`src/rtl/mem_arb_pkg.sv`:
```
// Shared definitions for the memory-port arbiter: FSM state encoding,
// default memory geometry (32x16) and the requester-id width helper.
package mem_arb_pkg;

    // Memory geometry shared with the memory and the accumulator datapath.
    localparam int MEM_ADDR_W = 5;
    localparam int MEM_DATA_W = 16;

    // Arbiter FSM states, 2-bit encoding.
    typedef logic [1:0] state_t;
    localparam state_t ST_IDLE  = 2'd0;
    localparam state_t ST_ISSUE = 2'd1;
    localparam state_t ST_WAIT  = 2'd2;
    localparam state_t ST_DONE  = 2'd3;

    // Width of a requester index; never narrower than one bit.
    function automatic int id_width(input int n);
        return (n > 1) ? $clog2(n) : 1;
    endfunction

endpackage

```
`src/rtl/rr_picker.sv`:
```
// Combinational requester picker: returns the first set request bit at or
// after the pointer, wrapping modulo NUM_REQ, as one-hot vector and index.
// Build macro: ARB_FIXED_PRIO_EN selects fixed priority (lowest index wins)
// and ignores the pointer.
module rr_picker
    import mem_arb_pkg::*;
#(
    parameter int NUM_REQ = 2,
    parameter int ID_W    = id_width(NUM_REQ)
) (
    input  logic [NUM_REQ-1:0] i_req,
    input  logic [ID_W-1:0]    i_ptr,
    output logic [NUM_REQ-1:0] o_onehot,
    output logic [ID_W-1:0]    o_id
);

    int   w_idx;
    logic w_found;

    // Scan the requests starting at the pointer (or at 0 for fixed priority).
    always_comb begin
        // NOTE: every comb output gets a default first so no path leaves it
        // unassigned, which would infer a latch.
        o_onehot = '0;
        o_id     = '0;
        w_found  = 1'b0;
        w_idx    = 0;
        for (int k = 0; k < NUM_REQ; k++) begin
`ifdef ARB_FIXED_PRIO_EN
            w_idx = k;
`else
            w_idx = int'(i_ptr) + k;
            if (w_idx >= NUM_REQ) w_idx = w_idx - NUM_REQ;
`endif
            if (!w_found && i_req[w_idx[ID_W-1:0]]) begin
                w_found                      = 1'b1;
                o_id                         = w_idx[ID_W-1:0];
                o_onehot[w_idx[ID_W-1:0]]    = 1'b1;
            end
        end
    end

endmodule

```
`src/rtl/mem_port_arbiter.sv`:
```
// Shares one single-port memory between NUM_REQ requesters. One read or
// write is in flight at a time: IDLE -> ISSUE -> (WAIT x READ_LAT) -> DONE.
// All outputs are registers; reset clears them asynchronously, aborting any
// transaction in flight.
// Build macro: ARB_FIXED_PRIO_EN (fixed priority, no round-robin pointer).
module mem_port_arbiter
    import mem_arb_pkg::*;
#(
    parameter int NUM_REQ  = 2,
    parameter int ADDR_W   = MEM_ADDR_W,
    parameter int DATA_W   = MEM_DATA_W,
    parameter int READ_LAT = 1
) (
    input  logic                      Clock,
    input  logic                      Reset,
    input  logic [NUM_REQ-1:0]        Req,
    input  logic [NUM_REQ-1:0]        ReqWrite,
    input  logic [NUM_REQ*ADDR_W-1:0] ReqAddress,
    input  logic [NUM_REQ*DATA_W-1:0] ReqData,
    output logic [NUM_REQ-1:0]        Grant,
    output logic [NUM_REQ-1:0]        Ack,
    output logic [DATA_W-1:0]         RspData,
    output logic [ADDR_W-1:0]         Address,
    output logic [DATA_W-1:0]         DataIN,
    output logic                      ReadEnable,
    output logic                      WriteEnable,
    input  logic [DATA_W-1:0]         DataOut
);

    localparam int ID_W = id_width(NUM_REQ);

    state_t              r_state;
    logic [NUM_REQ-1:0]  r_sel;
    logic [ID_W-1:0]     r_id;
    logic                r_wr;
    logic [1:0]          r_cnt;
    logic [NUM_REQ-1:0]  r_grant;
    logic [NUM_REQ-1:0]  r_ack;
    logic [DATA_W-1:0]   r_rsp;
    logic [ADDR_W-1:0]   r_addr;
    logic [DATA_W-1:0]   r_din;
    logic                r_re;
    logic                r_we;

    logic [ID_W-1:0]     w_ptr;
    logic [NUM_REQ-1:0]  w_sel_onehot;
    logic [ID_W-1:0]     w_sel_id;
    logic                w_sel_wr;
    logic [ADDR_W-1:0]   w_sel_addr;
    logic [DATA_W-1:0]   w_sel_data;

    rr_picker #(
        .NUM_REQ (NUM_REQ),
        .ID_W    (ID_W)
    ) u_picker (
        .i_req    (Req),
        .i_ptr    (w_ptr),
        .o_onehot (w_sel_onehot),
        .o_id     (w_sel_id)
    );

    // Route the winning requester's command fields out of the packed buses.
    always_comb begin
        w_sel_wr   = 1'b0;
        w_sel_addr = '0;
        w_sel_data = '0;
        for (int k = 0; k < NUM_REQ; k++) begin
            if (w_sel_onehot[k]) begin
                w_sel_wr   = ReqWrite[k];
                w_sel_addr = ReqAddress[k*ADDR_W +: ADDR_W];
                w_sel_data = ReqData[k*DATA_W +: DATA_W];
            end
        end
    end

`ifdef ARB_FIXED_PRIO_EN
    assign w_ptr = '0;
`else
    logic [ID_W-1:0] r_ptr;

    // Round-robin pointer: moves past the requester just served.
    always_ff @(posedge Clock or negedge Reset) begin
        if (!Reset) begin
            r_ptr <= '0;
        end else if (r_state == ST_DONE) begin
            r_ptr <= (r_id == ID_W'(NUM_REQ - 1)) ? '0 : r_id + 1'b1;
        end
    end

    assign w_ptr = r_ptr;
`endif

    // Transaction FSM; each branch loads the output registers for the state
    // being entered, so every output is registered.
    always_ff @(posedge Clock or negedge Reset) begin
        if (!Reset) begin
            r_state <= ST_IDLE;
            r_sel   <= '0;
            r_id    <= '0;
            r_wr    <= 1'b0;
            r_cnt   <= '0;
            r_grant <= '0;
            r_ack   <= '0;
            r_rsp   <= '0;
            r_addr  <= '0;
            r_din   <= '0;
            r_re    <= 1'b0;
            r_we    <= 1'b0;
        end else begin
            // NOTE: sequential state uses non-blocking assignments so every
            // register samples pre-edge values regardless of statement order.
            r_grant <= '0;
            r_ack   <= '0;
            r_re    <= 1'b0;
            r_we    <= 1'b0;
            case (r_state)
                ST_IDLE: begin
                    if (|Req) begin
                        r_state <= ST_ISSUE;
                        r_sel   <= w_sel_onehot;
                        r_id    <= w_sel_id;
                        r_wr    <= w_sel_wr;
                        r_grant <= w_sel_onehot;
                        r_addr  <= w_sel_addr;
                        r_din   <= w_sel_wr ? w_sel_data : '0;
                        r_we    <= w_sel_wr;
                        r_re    <= !w_sel_wr;
                    end
                end
                ST_ISSUE: begin
                    r_din <= '0;
                    if (r_wr) begin
                        r_state <= ST_DONE;
                        r_ack   <= r_sel;
                        r_addr  <= '0;
                        r_rsp   <= '0;
                    end else begin
                        r_state <= ST_WAIT;
                        r_cnt   <= 2'(READ_LAT);
                    end
                end
                ST_WAIT: begin
                    r_cnt <= r_cnt - 1'b1;
                    if (r_cnt == 2'd1) begin
                        r_state <= ST_DONE;
                        r_rsp   <= DataOut;
                        r_ack   <= r_sel;
                        r_addr  <= '0;
                    end
                end
                ST_DONE: begin
                    r_state <= ST_IDLE;
                    r_rsp   <= '0;
                end
                default: r_state <= ST_IDLE;
            endcase
        end
    end

    assign Grant       = r_grant;
    assign Ack         = r_ack;
    assign RspData     = r_rsp;
    assign Address     = r_addr;
    assign DataIN      = r_din;
    assign ReadEnable  = r_re;
    assign WriteEnable = r_we;

endmodule

```
`config.mk`:
```
export PLATFORM = sky130hd
export DESIGN_NAME = mem_port_arbiter
export DESIGN_NICKNAME = d
export VERILOG_FILES = /design/src/rtl/mem_arb_pkg.sv /design/src/rtl/rr_picker.sv /design/src/rtl/mem_port_arbiter.sv
export SDC_FILE = /design/constraint.sdc
export NUM_CORES = 1
export LEC_CHECK = 0
export ABC_AREA = 1
export CORE_UTILIZATION = 39
export CTS_CLUSTER_SIZE = 14
export DETAILED_ROUTE_END_ITERATION = 7
export GPL_TIMING_DRIVEN = 0
export PLACE_DENSITY = 0.86
export SYNTH_ARGS = -nofsm -noshare
export SYNTH_HDL_FRONTEND = slang
export SYNTH_SLANG_ARGS = --single-unit
```
`constraint.sdc`:
```
create_clock -name Clock -period 1.3 [get_ports Clock]
set_input_delay 0.325 -clock Clock [delete_from_list [all_inputs] [get_ports Clock]]
set_output_delay 0.325 -clock Clock [all_outputs]
set_load 0.03 [all_outputs]
```
==> results by group, run 1 <==
Run status
  • Run status: complete, but fails checks
  • Failing checks: negative setup slack

Logic synthesis
  • Largest cells by area after synthesis: dfrtp_1, nand2_1, nand3_1
  • Share of the yosys chip area belonging to registers: 50.7%
  • Compound-Gate Fraction of Synth Area: 6.24%
  • Fraction of the mapped netlist area in adder cells: 3.41%
  • Simple-gate share of the synthesized area: 30.9%
  • Xor and xnor fraction of the mapped netlist area: 0%
  • Fraction of synthesized cell area taken by the top area cell type: 50.7%
  • Per-instance average area after synthesis: 8.23 sq um
  • Count of distinct cell types in the synthesized netlist: 21
  • Mapped cell area: 2570 sq um
  • Fraction of synthesized area in multiplexers: 0%
  • Mapped Nets: 383
  • Syn. warnings: 0
  • Main combinational cell family by area after synthesis: simple AND/OR/NAND/NOR gates
  • Number of storage elements in the synthesis netlist: 52
  • Library cell with the largest summed area after synthesis: dfrtp_1
  • Cells after synthesis: 312

Routing
  • Antenna-violating nets left: 0
  • Vias after detailed routing: 2,676
  • Drt first-iter violations: 135
  • Number of detailed-route iterations in the first pass: 4
  • Routed WL: 7920 um
  • Remaining routing DRC violations: 0
  • Vias per cell: 5.10
  • Wire per inst: 15.1 um

Power and ir drop
  • Cell internal power dissipation: 4920 uW
  • Switching Power: 4190 uW
  • Switching share of power: 46.0%
  • Power per unit of standard cell area: 2210 nW/um^2
  • Comb power frac: 61.8%
  • Leakage component of the power: 0.00219 uW
  • Relative contribution of the clock network to total power: 10.2%
  • Flop pwr share: 28.0%
  • Maximum resistive drop on vdd: 1340 uV

Clocking
  • TritonCTS clock tree: built
  • Number of sinks on the clock net: 52
  • CTS Root Buffer Type: clkbuf_8
  • CTS Buf Count: 5
  • Max H-tree Level: 2
  • Clk slew on worst S/H paths: 0.08 ns
  • Longest Clk Path Bufs: 2
  • Clock insertion delay at the later pin of the skew report: 0.30 ns

Floorplanning
  • Core outline area: 6350 sq um
  • Number of top-level pins: 107
  • Die ar.: 6910 sq um
  • DIE WIDTH: 83.1 um
  • Starting density of the core: 40.4%
  • Floorplan row count: 29
  • Overall die height: 83.1 um

Worst setup path
  • Cell Chain, Critical Path: inv_4 -> ha_4 -> nand2_4 -> nand4_1 -> nand2_1 -> nand2_1
  • Arr. time, crit path: 1.58 ns
  • CP endpoint kind: flip-flop
  • Crit Path Class: reg -> reg
  • Worst setup SP type: flip-flop
  • Maximum fanout along the worst path: 5
  • Slowest stage cell on the critical path: dfrtp_2
  • Most repeated library cell on the critical path: nand2_1
  • Slowest cell delay on critical path: 0.45 ns
  • Buf/Inv on CP: 1
  • Category of cells accounting for the largest share of critical-path delay: simple AND/OR/NAND/NOR gates
  • Worst EP required: 1.49 ns

Hold path
  • Type of the tightest min-delay check: in -> reg

Layout
  • Number of diodes added for antenna fixing: 0
  • Layout fillers: 501
  • Post-route cell area: 4110 sq um
  • Share of the core filled with cells: 64.7%
  • Most common cell after layout, fill and taps aside: nand2_1
  • Final nets: 518
  • Most frequent cells in the layout: nand2_1, nand3_1, clkdlybuf4s50_1
  • Share of post-route cells with drive strength above 1: 33.3%
  • Area growth, synth to finish: 60.2%

Global routing
  • Number of antenna violations at the first check in global routing: 0
  • Number of global-route vias before repair: 2,595
  • Grt ovf: 0
  • Global router's overall resource usage: 21.9%
  • Wire length of the first global-routing pass: 12,200 um
  • Largest net degree at the start of global routing: 42

STA
  • Count of endpoints failing setup in the final report: 43
  • Setup TNS: -1.80 ns
  • Period Utilization, post-route: 107%
  • Final setup margin: -0.0895 ns
  • Final Max Tran Viols: 0
  • Worst-margin pin slew: 0.295 ns
  • Largest clock skew in the final design: 0.00471 ns
  • Time the final worst path needs with I/O delays and setup: 1.39 ns
  • Setup repair after global routing missed its margin: true
  • Worst slew margin relative to its limit: 80.3%
  • Max Freq: 720 MHz
  • Final Hold Viols: 0

Place
  • DP Wirelength: 5240 um
  • GPL Wtd Cong: 0.864
  • Port Buf Inserts: 104
  • Worst setup timing slack at the placement stage: -0.220 ns
  • Post-placement cell area: 3770 sq um

Job
  • Max-cap viol count: 0
synthesized netlist by cell type (all sizes together):
master	instances
a21boi	1
a21oi	2
buf	15
dfrtp	52
ha	7
inv	32
nand2	95
nand3	70
nand4	1
nor2	11
o21a	1
o21ai	24
o21bai	1
timing repair:
action | CTS | global route
cloned | 3 | 0
hold buffers | 1 | 0
pin swaps | 11 | 25
gates resized for setup | 226 | 71
endpoints found under the setup margin | 86 | 60
setup buffers | 11 | 8
hold endpoints to repair | 11 | 0
layout make-up:
cell class / count / area [sq um] / area share, %
inverters: 32 / 134 / 3.26
repair buffers: 128 / 1100 / 26.7
multi-input cells: 213 / 1270 / 31.0
flip-flops and latches: 52 / 1300 / 31.7
plain buffers: 15 / 115 / 2.80
well taps: 77 / 96.3 / 2.34
clock buffers: 8 / 90.1 / 2.19
cells by family after synthesis:
family                     count (synthesis)
and+or+nand+nor                          177
buffers and inverters                     47
AOI/OAI and AO/OA                         29
DFF                                       52
adders and majority gates                  7
state kept, by name, indices dropped and copies added (netlist names), 2 cells and up:
name / cells
Ack: 2
r_cnt: 2
r_state: 2
Address: 5
r_sel: 2
Grant: 2
RspData: 16
DataIN: 16
per-stage QoR:
step	instances	hold slack (ns)	total power (uW)
after global placement	493	0.435	6720
after global routing	525	0.295	9570
after detailed placement	494	0.228	6850
final	525	0.293	9100
after floorplan	312	0.0294	5230
after CTS	517	0.293	8590
routing by layer:
metal	GRT usage, %	part of all wire [%]	up-vias
met3	4.67	5.5	12
met5	0	0	-
met1	26.9	39	1285
met2	39.0	54	106
met4	5.80	1.5	0
li1	-	-	1273
power by group through the flow:
stage,Combinational (uW),Clock (uW),Sequential [uW]
after floorplan,1860,0,3370
after global placement,4190,0,2520
after detailed placement,4290,0,2560
after CTS,5130,946,2520
after global routing,5940,1020,2610
final,5620,930,2550
final timing paths:
kind / start / to / slack [ns] / cells past startpoint
max: r_state[1] / Address[3] / -0.09 / 6
min: Req[0] / Grant[0] / 0.29 / 3
max reg2reg: r_state[1] / Address[3] / -0.09 / 6
min reg2reg: DataIN[2] / DataIN[2] / 0.48 / 2
max in group asynchronous: Reset / r_state[1] / 0.36 / 3
min in group asynchronous: Reset / Ack[0] / 0.43 / 2
worst min-delay path, delay by kind of cell:
| family | cells | cell delay [ns] |
|---|---|---|
| AND/OR/NAND/NOR | 2 | 0.12 |
| buffers and inverters | 1 | 0.12 |
(Power assumes the default switching activity.)
==> inputs of run 2 (changes only) <==
--- a/config.mk
+++ b/config.mk
@@ -6,11 +6,13 @@
 export NUM_CORES = 1
 export LEC_CHECK = 0
 export ABC_AREA = 1
+export CORE_MARGIN = 1
 export CORE_UTILIZATION = 39
 export CTS_CLUSTER_SIZE = 14
 export DETAILED_ROUTE_END_ITERATION = 7
 export GPL_TIMING_DRIVEN = 0
 export PLACE_DENSITY = 0.86
+export SKIP_LAST_GASP = 1
 export SYNTH_ARGS = -nofsm -noshare
 export SYNTH_HDL_FRONTEND = slang
 export SYNTH_SLANG_ARGS = --single-unit
==> run 2 against run 1 <==
Largest cell class unchanged. The flow still finishes with violations (negative setup slack). Largest power group unchanged. Clock skew up 0.0016 ns. Critical path type unchanged. Critical endpoint is now Address[4]. Register-to-register slack worse by 0.02 ns. Routed wire length down 0.49%.
==> results by group, run 2 (same netlist as run 1, synthesis figures left out) <==
Global routing
  • Number of global-route vias before repair: 2,587 (was 2,595)
  • Grt ovf: 0 (unchanged)
  • Largest net degree at the start of global routing: 42 (unchanged)
  • Global router's overall resource usage: 21.9% (about the same)
  • Number of antenna violations at the first check in global routing: 0 (unchanged)
  • Wire length of the first global-routing pass: 12,200 um (about the same)

Worst setup path
  • CP endpoint kind: flip-flop (unchanged)
  • Worst setup SP type: flip-flop (unchanged)
  • Arr. time, crit path: 1.60 ns (was 1.58 ns)
  • Slowest stage cell on the critical path: dfrtp_2 (unchanged)
  • CP Launch Point: r_state[1] (unchanged)
  • Slowest cell delay on critical path: 0.45 ns (about the same)
  • Reg2Reg Launch Point: r_state[1] (unchanged)
  • Maximum fanout along the worst path: 5 (unchanged)
  • Worst reg-to-reg setup slack: -0.11 ns (was -0.09 ns)
  • R2R depth: 6 (unchanged)
  • Category of cells accounting for the largest share of critical-path delay: simple AND/OR/NAND/NOR gates (unchanged)
  • Crit Path Class: reg -> reg (unchanged)
  • Worst EP required: 1.49 ns (about the same)
  • Most repeated library cell on the critical path: nand2_1 (unchanged)
  • Reg-to-reg critical path endpoint: Address[4] (was Address[3])
  • Buf/Inv on CP: 1 (unchanged)
  • Cell Chain, Critical Path: inv_4 -> ha_4 -> nand2_4 -> nand4_1 -> nand2_1 -> nand2_1 (unchanged)
  • CP endpoint: Address[4] (was Address[3])
  • Critical path depth: 6 (unchanged)

STA
  • Final setup margin: -0.109 ns (was -0.0895 ns)
  • Hold_ws: 0.300 ns (was 0.293 ns)
  • Worst-margin pin slew: 0.291 ns (was 0.295 ns)
  • Final Hold Viols: 0 (unchanged)
  • Setup repair after global routing missed its margin: true (unchanged)
  • Largest clock skew in the final design: 0.00632 ns (was 0.00471 ns)
  • Max Freq: 710 MHz (was 720 MHz)
  • Final Max Tran Viols: 0 (unchanged)
  • Worst slew margin relative to its limit: 80.6% (was 80.3%)
  • Time the final worst path needs with I/O delays and setup: 1.41 ns (was 1.39 ns)
  • Count of endpoints failing setup in the final report: 43 (unchanged)
  • Period Utilization, post-route: 108% (was 107%)

Power and ir drop
  • Comb power frac: 61.4% (was 61.8%)
  • Switching Power: 4130 uW (was 4190 uW)
  • Overall power after layout: 8980 uW (was 9100 uW)
  • Relative contribution of the clock network to total power: 10.2% (about the same)
  • Leakage component of the power: 0.00217 uW (was 0.00219 uW)
  • Power per unit of standard cell area: 2210 nW/um^2 (about the same)
  • Flop pwr share: 28.4% (was 28.0%)
  • Cell internal power dissipation: 4850 uW (was 4920 uW)
  • Maximum resistive drop on vdd: 1340 uV (about the same)
  • Switching share of power: 46.0% (about the same)

Floorplanning
  • Overall die height: 83.1 um (unchanged)
  • DIE WIDTH: 83.1 um (unchanged)
  • Core outline area: 6350 sq um (unchanged)
  • Floorplan row count: 29 (unchanged)
  • Number of top-level pins: 107 (unchanged)
  • Starting density of the core: 40.4% (unchanged)
  • Die ar.: 6910 sq um (unchanged)

Place
  • DP Wirelength: 5240 um (unchanged)
  • GPL Wtd Cong: 0.864 (unchanged)
  • Port Buf Inserts: 104 (unchanged)
  • Post-placement cell area: 3770 sq um (unchanged)

Layout
  • Combined area of the multi-input logic cells: 1260 sq um (was 1270 sq um)
  • Most frequent cells in the layout: nand2_1, nand3_1, clkdlybuf4s50_1 (unchanged)
  • Sequential Area: 1300 sq um (unchanged)
  • Post-route cell area: 4070 sq um (was 4110 sq um)
  • Share of the core filled with cells: 64.1% (was 64.7%)
  • Share of post-route cells with drive strength above 1: 31.7% (was 33.3%)
  • Most common cell after layout, fill and taps aside: nand2_1 (unchanged)
  • Area growth, synth to finish: 58.6% (was 60.2%)
  • Number of diodes added for antenna fixing: 0 (unchanged)
  • Layout fillers: 505 (was 501)
  • Final nets: 515 (was 518)

Hold path
  • Type of the tightest min-delay check: in -> reg (unchanged)
  • Number of instances on the worst hold path: 3 (unchanged)

Clocking
  • TritonCTS clock tree: built (unchanged)
  • Longest Clk Path Bufs: 2 (unchanged)
  • Clk slew on worst S/H paths: 0.08 ns (about the same)
  • CTS Root Buffer Type: clkbuf_8 (unchanged)
  • Max H-tree Level: 2 (unchanged)
  • Number of sinks on the clock net: 52 (unchanged)
  • CTS Buf Count: 5 (unchanged)
  • Clock insertion delay at the later pin of the skew report: 0.30 ns (about the same)

Job
  • Max-cap viol count: 0 (unchanged)

Routing
  • Antenna-violating nets left: 0 (unchanged)
  • Vias per cell: 5.10 (about the same)
  • Drt first-iter violations: 151 (was 135)
  • Vias after detailed routing: 2,663 (was 2,676)
  • Number of detailed-route iterations in the first pass: 4 (unchanged)
  • Wire per inst: 15.1 um (about the same)
  • Routed WL: 7880 um (was 7920 um)
  • Remaining routing DRC violations: 0 (unchanged)

Run status
  • Failing checks: negative setup slack (unchanged)
  • Run status: complete, but fails checks (unchanged)
## run 2: metrics by stage
step                cells  setup slack, ns  TNS, ns
floorplan             312          0.00279        0
global placement      493            -1.78   -87.27
detailed placement    494           -0.220    -5.98
CTS                   517          -0.0524   -0.670
global route          522           -0.154    -4.79
finish                522           -0.109    -2.24
## run 2: metal layers
metal | vias to the layer above | part of all wire, % | global-route usage (%)
met5 | - | 0 | 0
met4 | 0 | 1.6 | 5.80
met3 | 16 | 6.0 | 4.67
met2 | 108 | 54 | 39.0
met1 | 1272 | 38 | 26.8
li1 | 1267 | - | -
## run 2: cell type report
class | instances | share of cell area (%)
multi-input cells | 213 | 30.9
flip-flops and latches | 52 | 32.0
clock buffers | 8 | 2.21
repair buffers | 125 | 26.4
plain buffers | 15 | 2.83
inverters | 32 | 3.29
well taps | 77 | 2.37
## run 2: worst min path at each step
| stage | slack, ns | from | endpoint |
|---|---|---|---|
| after floorplan | 0.03 | Reset | Ack[0] |
| after global placement | 0.43 | r_id | r_ptr |
| after detailed placement | 0.23 | Reset | Ack[0] |
| after CTS | 0.29 | Req[0] | Grant[0] |
| after global routing | 0.30 | Req[0] | Grant[0] |
| final | 0.30 | Req[0] | Grant[0] |
## run 2: what timing repair did
item                                    CTS  global route
gates cloned                              3             0
pin swaps                                11            23
endpoints found under the hold margin    11             0
resized for setup                       224            67
endpoints found under the setup margin   86            60
hold buffers                              1             0
setup buffers                            11             5
## run 2: power by group through the flow
| stage | registers [uW] | clock network [uW] | logic [uW] |
|---|---|---|---|
| 2_1_floorplan | 3370 | 0 | 1860 |
| 3_3_place_gp | 2520 | 0 | 4190 |
| 3_5_place_dp | 2560 | 0 | 4290 |
| 4_1_cts | 2520 | 946 | 5110 |
| 5_1_grt | 2610 | 1010 | 5840 |
| 6_report | 2550 | 919 | 5510 |
## run 2: worst reg2reg max path, cell delays in order (launching register included)
cell and delay [ns]:
dfrtp_2 0.45, inv_4 0.07, ha_4 0.20, nand2_4 0.10
nand4_1 0.24, nand2_1 0.16, nand2_1 0.07
==> inputs of run 3 (changes only) <==
--- a/config.mk
+++ b/config.mk
@@ -6,12 +6,14 @@
 export NUM_CORES = 1
 export LEC_CHECK = 0
 export ABC_AREA = 1
+export ABC_CLOCK_PERIOD_IN_PS = 1800
+export CAP_MARGIN = 20
 export CORE_MARGIN = 1
-export CORE_UTILIZATION = 39
+export CORE_UTILIZATION = 46
 export CTS_CLUSTER_SIZE = 14
 export DETAILED_ROUTE_END_ITERATION = 7
 export GPL_TIMING_DRIVEN = 0
-export PLACE_DENSITY = 0.86
+export PLACE_DENSITY = 0.94
 export SKIP_LAST_GASP = 1
 export SYNTH_ARGS = -nofsm -noshare
 export SYNTH_HDL_FRONTEND = slang
==> constraint.sdc (replaced) <==
create_clock -name Clock -period 1.8 [get_ports Clock]
set_input_delay 0.45 -clock Clock [delete_from_list [all_inputs] [get_ports Clock]]
set_output_delay 0.45 -clock Clock [all_outputs]
set_load 0.03 [all_outputs]
==> run 3 against run 2 <==
The flow now finishes without violations. Hold slack got worse by 0.20 ns. Clock power fell by 22%. Setup slack gained 0.15 ns. Count of clock-buffer cells in the layout down 2. Via count shrank 3.3%. Total power down 40%. Critical path depth down 5. Routed wire length fell by 11%. Highest routed layer unchanged.
==> results by group, run 3 (same netlist as run 1, synthesis figures left out) <==
Worst setup path
  • Cell Chain, Critical Path: clkdlybuf4s50_1 (was inv_4 -> ha_4 -> nand2_4 -> nand4_1 -> nand2_1 -> nand2_1)
  • Maximum fanout along the worst path: 1 (was 5)
  • Category of cells accounting for the largest share of critical-path delay: buffers and inverters (was simple AND/OR/NAND/NOR gates)
  • Worst EP required: 1.35 ns (was 1.49 ns)
  • Crit Path Class: reg -> out (was reg -> reg)
  • Worst setup SP type: flip-flop (unchanged)
  • Arr. time, crit path: 1.31 ns (was 1.60 ns)
  • Buf/Inv on CP: 1 (unchanged)
  • Slowest cell delay on critical path: 0.66 ns (was 0.45 ns)
  • Slowest stage cell on the critical path: clkdlybuf4s50_1 (was dfrtp_2)
  • CP endpoint kind: output pin (was flip-flop)

Routing
  • Vias after detailed routing: 2,574 (was 2,663)
  • Drt first-iter violations: 172 (was 151)
  • Remaining routing DRC violations: 0 (unchanged)
  • Routed WL: 7050 um (was 7880 um)
  • Number of detailed-route iterations in the first pass: 4 (unchanged)
  • Antenna-violating nets left: 0 (unchanged)
  • Vias per cell: 5.19 (was 5.10)
  • Wire per inst: 14.2 um (was 15.1 um)

Power and ir drop
  • Leakage component of the power: 0.00236 uW (was 0.00217 uW)
  • Power per unit of standard cell area: 1400 nW/um^2 (was 2210 nW/um^2)
  • Maximum resistive drop on vdd: 940 uV (was 1340 uV)

Clocking
  • Longest Clk Path Bufs: 2 (unchanged)
  • Clk slew on worst S/H paths: 0.09 ns (was 0.08 ns)
  • Number of hold buffers added after CTS: 0 (was 1)
  • TritonCTS clock tree: built (unchanged)
  • Number of sinks on the clock net: 52 (unchanged)
  • Max H-tree Level: 2 (unchanged)
  • Clock insertion delay at the later pin of the skew report: 0.31 ns (was 0.30 ns)
  • CTS Buf Count: 5 (unchanged)
  • CTS Root Buffer Type: clkbuf_8 (unchanged)

STA
  • Largest clock skew in the final design: 0.0103 ns (was 0.00632 ns)
  • Final Max Tran Viols: 0 (unchanged)
  • Final Hold Viols: 0 (unchanged)
  • Final setup margin: 0.0415 ns (was -0.109 ns)
  • Setup TNS: 0 ns (was -2.24 ns)
  • Max Freq: 569 MHz
  • Setup repair after global routing missed its margin: false (was true)
  • Period Utilization, post-route: 97.7%
  • Worst-margin pin slew: 0.510 ns (was 0.291 ns)
  • Worst slew margin relative to its limit: 66.0% (was 80.6%)
  • Time the final worst path needs with I/O delays and setup: 1.76 ns
  • Count of endpoints failing setup in the final report: 0 (was 43)

Place
  • GPL Wtd Cong: 0.832 (was 0.864)
  • DP Wirelength: 5350 um (was 5240 um)
  • Worst setup timing slack at the placement stage: 0.139 ns (was -0.220 ns)
  • Port Buf Inserts: 104 (unchanged)
  • Post-placement cell area: 3710 sq um (was 3770 sq um)

Layout
  • Share of post-route cells with drive strength above 1: 9.15% (was 31.7%)
  • Area growth, synth to finish: 49.4% (was 58.6%)
  • Share of the core filled with cells: 73.2% (was 64.1%)
  • Combined area of the multi-input logic cells: 1040 sq um (was 1260 sq um)
  • Number of diodes added for antenna fixing: 0 (unchanged)
  • Layout fillers: 387 (was 505)
  • Final nets: 496 (was 515)
  • Most frequent cells in the layout: nand2_1, nand3_1, clkdlybuf4s50_1 (unchanged)
  • Most common cell after layout, fill and taps aside: nand2_1 (unchanged)
  • Post-route cell area: 3830 sq um (was 4070 sq um)
  • Sequential Area: 1300 sq um (about the same)

Hold path
  • Type of the tightest min-delay check: in -> async (was in -> reg)

Global routing
  • Met1 track demand over resource: 33.0% (was 26.8%)
  • Number of antenna violations at the first check in global routing: 0 (unchanged)
  • Wire length of the first global-routing pass: 12,000 um (was 12,200 um)
  • Met2 Resource Use GR: 42.9% (was 39.0%)
  • Largest net degree at the start of global routing: 33 (was 42)
  • Most congested layer reported by global routing: met2 (unchanged)
  • Met3 track utilization from global routing: 4.52% (was 4.67%)
  • Grt ovf: 0 (unchanged)
  • Global router's overall resource usage: 25.9% (was 21.9%)
  • Number of global-route vias before repair: 2,504 (was 2,587)

Floorplanning
  • Overall die height: 76.7 um (was 83.1 um)
  • Die ar.: 5880 sq um (was 6910 sq um)
  • Starting density of the core: 49.0% (was 40.4%)
  • Number of top-level pins: 107 (unchanged)
  • Floorplan row count: 26 (was 29)
  • DIE WIDTH: 76.7 um (was 83.1 um)
  • Core outline area: 5240 sq um (was 6350 sq um)

Job
  • Max-cap viol count: 0 (unchanged)

Run status
  • Run status: finished, final reports clean (was complete, but fails checks)
run 3: cell types whose count changed in the layout (fill, tap and decap cells not counted), sizes merged:
cell | previous run | this run
buf | 77 | 18
dlygate4sd2 | 0 | 22
dlymetal6s2s | 0 | 19
clkbuf | 8 | 6
clkdlybuf4s15 | 2 | 0
clkdlybuf4s50 | 60 | 62
inv | 31 | 33
clkinv | 0 | 1
clkinvlp | 1 | 0
dlygate4sd3 | 1 | 0
run 3: routing by layer:
metal	routed length, um	vias to the layer above
li1	-	1230
met1	2820	1222
met2	3570	97
met3	370	25
met4	284	0
met5	0	-
run 3: path summary, 6_finish.rpt:
path / startpoint / to / slack [ns] / cells after the start
worst max-delay path: Grant[1] / Grant[1] / 0.04 / 1
worst max register to register: r_state[1] / RspData[6] / 0.15 / 7
min in group Clock: Req[0] / Grant[0] / 0.42 / 3
worst min register to register: r_id / r_ptr / 0.45 / 1
worst min-delay path: Reset / Ack[1] / 0.1 / 1
max in group asynchronous: Reset / r_state[0] / 1.16 / 2
run 3: repair_timing:
item / 4_1_cts / 5_1_grt
setup buffers: 0 / 1
gates resized for setup: 22 / 20
hold endpoints to repair: 0 / 0
setup endpoints to repair: 22 / 20
run 3: layout make-up:
| class | instances | share of cell area (%) |
|---|---|---|
| Buffer | 15 | 2.74 |
| Clock buffer | 6 | 2.15 |
| Clock inverter | 2 | 0.359 |
| Inverter | 32 | 3.13 |
| Multi-Input combinational cell | 213 | 27.1 |
| Sequential cell | 52 | 34.0 |
| Tap cell | 70 | 2.28 |
| Timing Repair Buffer | 106 | 28.3 |
run 3: per-stage QoR:
step / total power [uW] / hold WS, ns / instances
floorplan: 3640 / 0.154 / 312
CTS: 5390 / 0.104 / 495
global route: 5760 / 0.121 / 496
global placement: 4700 / 0.427 / 486
detailed placement: 4820 / 0.434 / 487
finish: 5380 / 0.0969 / 496
run 3: report_power, final:
part           internal (uW)  switching (uW)
Combinational           1010            1860
Sequential              1570             217
Clock                    315             402
Total                   2900            2480
